File: config.mk
export PLATFORM = sky130hd
export DESIGN_NAME = rr_mux2_arbiter
export DESIGN_NICKNAME = d
export VERILOG_FILES = /design/src/rtl/rr_mux2_arbiter.sv
export SDC_FILE = /design/constraint.sdc
export NUM_CORES = 1
export LEC_CHECK = 0
export ABC_AREA = 1
export CAP_MARGIN = 10
export CORE_UTILIZATION = 30
export CTS_BUF_LIST = sky130_fd_sc_hd__clkbuf_4
export DETAILED_ROUTE_END_ITERATION = 16
export PLACE_DENSITY_LB_ADDON = 0.08
export SLEW_MARGIN = 30
export SYNTH_ARGS = -nofsm -noshare
export SYNTH_HDL_FRONTEND = slang
export SYNTH_SLANG_ARGS = --single-unit
File: constraint.sdc
create_clock -name clk -period 1.2 [get_ports clk]
set_clock_uncertainty 0.1 [all_clocks]
set_input_delay 0.3 -clock clk [delete_from_list [all_inputs] [get_ports clk]]
set_output_delay 0.3 -clock clk [all_outputs]
set_load 0.02 [all_outputs]
File: src/rtl/rr_mux2_arbiter.sv
// Round-robin 2:1 stream mux with one registered output stage.
// Rotating priority picks the winner of each transfer, and the winning channel is exported on out_sel.
module rr_mux2_arbiter #(
   parameter int WIDTH = 8
) (
   input  logic             clk,
   input  logic             rst,
   input  logic [WIDTH-1:0] in0_data,
   input  logic             in0_valid,
   output logic             in0_ready,
   input  logic [WIDTH-1:0] in1_data,
   input  logic             in1_valid,
   output logic             in1_ready,
   output logic [WIDTH-1:0] out_data,
   output logic             out_valid,
   input  logic             out_ready,
   output logic             out_sel,
   output logic             prio
);

   typedef enum logic {
      EMPTY = 1'b0,
      FULL  = 1'b1
   } state_t;

   state_t state;
   state_t state_next;

   logic can_accept;
   logic any_valid;
   logic grant;
   logic take0;
   logic take1;
   logic xfer;

   // Handshakes: a word moves on a channel when valid & ready are both high at a clk edge.
   // Producers hold valid and data until accepted. Ready may follow the other channel's
   // valid but never this channel's own data. The output stage reloads while it drains.
   always_comb begin
      can_accept = 1'b0;
      any_valid  = 1'b0;
      grant      = 1'b0;
      in0_ready  = 1'b0;
      in1_ready  = 1'b0;
      take0      = 1'b0;
      take1      = 1'b0;
      xfer       = 1'b0;
      state_next = state;

      can_accept = (state == EMPTY) | (out_valid & out_ready);
      any_valid  = in0_valid | in1_valid;
      grant      = (in0_valid & in1_valid) ? prio : in1_valid;
      in0_ready  = can_accept & any_valid & ~grant;
      in1_ready  = can_accept & any_valid & grant;
      take0      = in0_valid & in0_ready;
      take1      = in1_valid & in1_ready;
      xfer       = take0 | take1;

      if (xfer) begin
         state_next = FULL;
      end else if ((state == FULL) && out_ready) begin
         state_next = EMPTY;
      end
   end

   always_ff @(posedge clk or posedge rst) begin
      if (rst) begin
         state <= EMPTY;
      end else begin
         state <= state_next;
      end
   end

   // The payload, its source and the rotating priority change only on an accepted transfer.
   always_ff @(posedge clk or posedge rst) begin
      if (rst) begin
         out_data <= '0;
         out_sel  <= 1'b0;
         prio     <= 1'b0;
      end else if (xfer) begin
         out_data <= take1 ? in1_data : in0_data;
         out_sel  <= take1;
         prio     <= ~take1;
      end
   end

   assign out_valid = (state == FULL);

endmodule

Word level (Yosys, flattened, before mapping)
Index checks and enable logic that the tools add are counted. W data, S select, Z words.

Shift operators: 0. Reduce and logical (&&, ||, !) cells: 2. Muxes and demuxes: 4. Order comparisons: 0. Add/subtract/negate cells: 0. Eq/ne operators: 0. Bitwise gates (word level): 13. Div/mod/pow operators: 0. Multiply operators: 0.

Operators with widths (count): $mux W8 (1); $and A1 B1 Y1 (7); $mux W1 (3); $not A1 Y1 (3); $or A1 B1 Y1 (3); $reduce_bool A2 Y1 (1); $logic_and A1 B1 Y1 (1).

Bits in registers: 11. Output and inout bits: 13. Bits of input ports: 21. Memory bits (read-only): 0. Latch bits: 0. Memories kept: 0. Logic and storage cells: 23. Memory bits (writable): 0.

Depth between registers and ports, before layout
Depth in word-level cells: 7. Gate-level depth with buffers: 6. Depth with buffers taken out: 5.

Worst setup path before layout
Ideal clock, no wire load.

Path kind: flip-flop to output port. Start: register prio. End: output port in1_ready. Path slack: -0.350 ns. Arrival time: 1.150 ns. Buffers on the path: 1. Stages on the path, launching flop included: 6. Required time: 0.800 ns. Path through: dfrtp_1 -> inv_1 -> nand2_2 -> nand2_2 -> buf_4 -> nor2_1.

Longest elaborated chain between the ends: 2.

RTL lines: from (decl) (line 18) `output logic prio`; from (signal assigned) (line 83) `prio <= ~take1;`; $mux W1 (line 52) `grant = (in0_valid & in1_valid) ? prio : in1_valid;`; $and A1 B1 Y1 (line 54) `in1_ready = can_accept & any_valid & grant;`; to (decl) (line 13) `output logic in1_ready,`.

No other way between the ends.

Worst setup path in the final report
Start: register state, in the netlist out_valid. End: output port in0_ready.

Longest elaborated chain between the ends: 4. Elaborated cells between the ends (all ways): 5. Those cells by class: bitwise (5).

RTL lines: from (decl) (line 26) `state_t state;`; from (signal assigned) (line 70) `state <= state_next;`; $and A1 B1 Y1 or $not A1 Y1 (tied branches) (line 50) `can_accept = (state == EMPTY) | (out_valid & out_ready);`; $or A1 B1 Y1 * (line 50); $and A1 B1 Y1 * (2 in a row) (line 53) `in0_ready = can_accept & any_valid & ~grant;`; to (decl) (line 10) `output logic in0_ready,`.

Mark *: on every way between the ends. The rest lies on a longest branch, timed or not.

==> impl_metrics.json <==
{
  "status": "finished, violations left",
  "violations": "negative setup slack",
  "cts_sinks": 11,
  "slew_viol_final": 0,
  "grtUsageTotal": 0.166,
  "antenna_found_initial": 0,
  "hold_viol_final": 0,
  "syn_area_per_cell_um2": 8.64,
  "path_max_fanout": 2,
  "clk_pin_slew_ns": 0.07,
  "cp.arrival_ns": 1.11,
  "netlist_instances": 63,
  "antenna_cells": 0,
  "dieArea_um2": 1990,
  "port_buffers": 33,
  "cts_tree": "built",
  "area_growth_pct": 118,
  "die_h_um": 44.6,
  "rsz0062_at_grt": "yes",
  "grt_pass1_vias": 562,
  "peakVddDrop_mv": 0.838,
  "regArea_um2": 278,
  "slowest_delay_ns": 0.42,
  "maxCapViolCount": 0,
  "worst_pin_slew_ns": 0.183,
  "path_cells": "inv_2 -> nor2_4 -> nor2_4 -> nand2_4 -> inv_2 -> buf_6",
  "hold_buffers": 0,
  "io_pins": 34,
  "ant_nets": 0,
  "dp_slack_ns": -0.946,
  "ff2ff_path_depth": 7,
  "dr.pass1.iters": 4,
  "ys_types": 12,
  "vias": 671,
  "setup_violations": 14,
  "num_rows": 15,
  "fin_crit_ns": 1.51,
  "critPathSlowestCell": "dfrtp_2",
  "ys_seq_elements": 11,
  "routed_wl_um": 1610,
  "routedWlPerCell_um": 11.1,
  "fp.dieW_um": 44.6,
  "viasPerCell": 4.63,
  "synth_nets": 84,
  "ys_top_cells_by_area": "dfrtp_1, nand3_1, nand4_1",
  "syn_area_um2": 544,
  "relSlewSlack": 0.878,
  "seq_area_frac_synth": 0.506,
  "drc_errors": 0,
  "synth_top_area_frac": 0.506,
  "coreArea_um2": 1710,
  "fillers": 143,
  "nets": 142,
  "max_freq_mhz": 661,
  "hp-class": "input port to async pin",
  "clock_path_buffers": 2,
  "final_layout_size_suffix_gt1_frac": 0.475,
  "cts_max_level": 1,
  "holdWs_ns": 0.207,
  "gp_congestion": 0.779,
  "ys_warn_count": 0,
  "worstSetupPathType": "flip-flop to primary output",
  "dpl.hpwl_um": 1130,
  "clk_latency_ns": 0.27,
  "multi_input_area_um2": 299,
  "cp-start-kind": "flip-flop",
  "setup_ws_ns": -0.314,
  "grt_max_degree": 12,
  "clock-root-buffer": "clkbuf_4",
  "power.density_nw_per_um2": 1120,
  "drtIter0Drc": 9,
  "initial_core_util": 0.319,
  "grt_overflow": 0,
  "p_leak_nw": 0.576,
  "fin_crit_sh": 1.26,
  "grt_pass1_wl_um": 2350,
  "critPathCaptureType": "primary output",
  "power_mw": 1.33,
  "critPathRequiredTime_ns": 0.80,
  "cts_made_buffers": 3,
  "yosys.area.top_type": "dfrtp_1"
}
[Yosys cell counts]
master,instances
nand3_1,16
dfrtp_1,11
nand2_1,11
nand4_1,8
inv_1,5
nand2_2,3
nor2_1,3
o21ai_0,2
buf_4,1
buf_6,1
nor2_4,1
o21ai_2,1
[flip-flops by register name, indices dropped and copies added, names as in the netlist]
signal and flops:
out_sel 1, out_data 8, prio 1, out_valid 1
[through the flow]
stage	setup TNS [ns]	util	instance area, µm²	cells
after floorplan	-0.231	-	573	63
after global placement	-7.39	0.600	1020	134
after detailed placement	-7.68	0.600	1020	134
after CTS	-0.852	0.649	1110	142
after global routing	-1.78	0.695	1190	145
final	-1.14	0.695	1190	145
[power by group]
group | switching, mW | internal (mW) | leakage [nW]
logic | 0.259 | 0.328 | 0.428
clock network | 0.127 | 0.151 | 0.0184
registers | 0.0400 | 0.429 | 0.129
[worst max-delay path, delay by kind of cell, from the launching register on]
| family | cells | cell delay (ns) |
|---|---|---|
| buffers and inverters | 3 | 0.21 |
| flip-flops | 1 | 0.42 |
| AND/OR/NAND/NOR | 3 | 0.22 |
[layout by cell type (no fill, tap or decap)]
cell type        instances
nand2_4                  5
clkdlybuf4s50_1         17
dfrtp_2                  2
nand4_1                  8
dlygate4sd2_1            3
inv_2                    3
nand2_1                  8
nand3_1                 14
dfrtp_1                  9
o21ai_0                  1
o21ai_4                  1
nand2_2                  1
clkbuf_4                 4
inv_1                    2
nor2_4                   3
buf_6                   19
buf_4                   16
nand3_2                  2
o21ai_1                  1
nor2_2                   1
[metal layers]
layer / vias up / wire, µm / GRT usage
met1: 315 / 703 / 0.207
met3: 2 / 94 / 0.0653
met5: - / 0 / 0
met4: 0 / 12 / 0.0545
met2: 20 / 794 / 0.262
li1: 334 / - / -
[cell type report]
class	instances	share of cell area
clock buffer	4	0.0253
tap	25	0.0263
timing repair buffer	55	0.447
multi-input combinational	45	0.252
sequential	11	0.234
inverter	5	0.0158
[path summary, 6_finish.rpt]
kind / end / slack, ns / startpoint
setup reg to reg: out_data[7]$_DFFE_PP0P_ / -0.04 / out_valid$_DFFE_PP0P_
setup / recovery: in0_ready / -0.31 / out_valid$_DFFE_PP0P_
max in group asynchronous: prio$_DFFE_PP0P_ / 0.63 / rst
hold reg to reg: out_data[6]$_DFFE_PP0P_ / 0.42 / out_data[6]$_DFFE_PP0P_
min in group clk: out_valid$_DFFE_PP0P_ / 0.40 / in1_valid
hold / removal: out_data[6]$_DFFE_PP0P_ / 0.21 / rst
[what timing repair did]
item / in CTS / in global routing
resized for setup: 84 / 14
endpoints found under the setup margin: 23 / 14
pin swaps: 1 / 8
buffers inserted: 4 / 3
cloned: 0 / 0
[logic make-up (layout without fill, tap and decap cells)]
group           count (synthesis)  after routing  synth area share
compound gates                  3              3            0.0345
buf+inv                         7             64            0.0690
flops                          11             11             0.506
simple gates                   42             42             0.391
No activity file was read; power rests on OpenSTA's default activity.
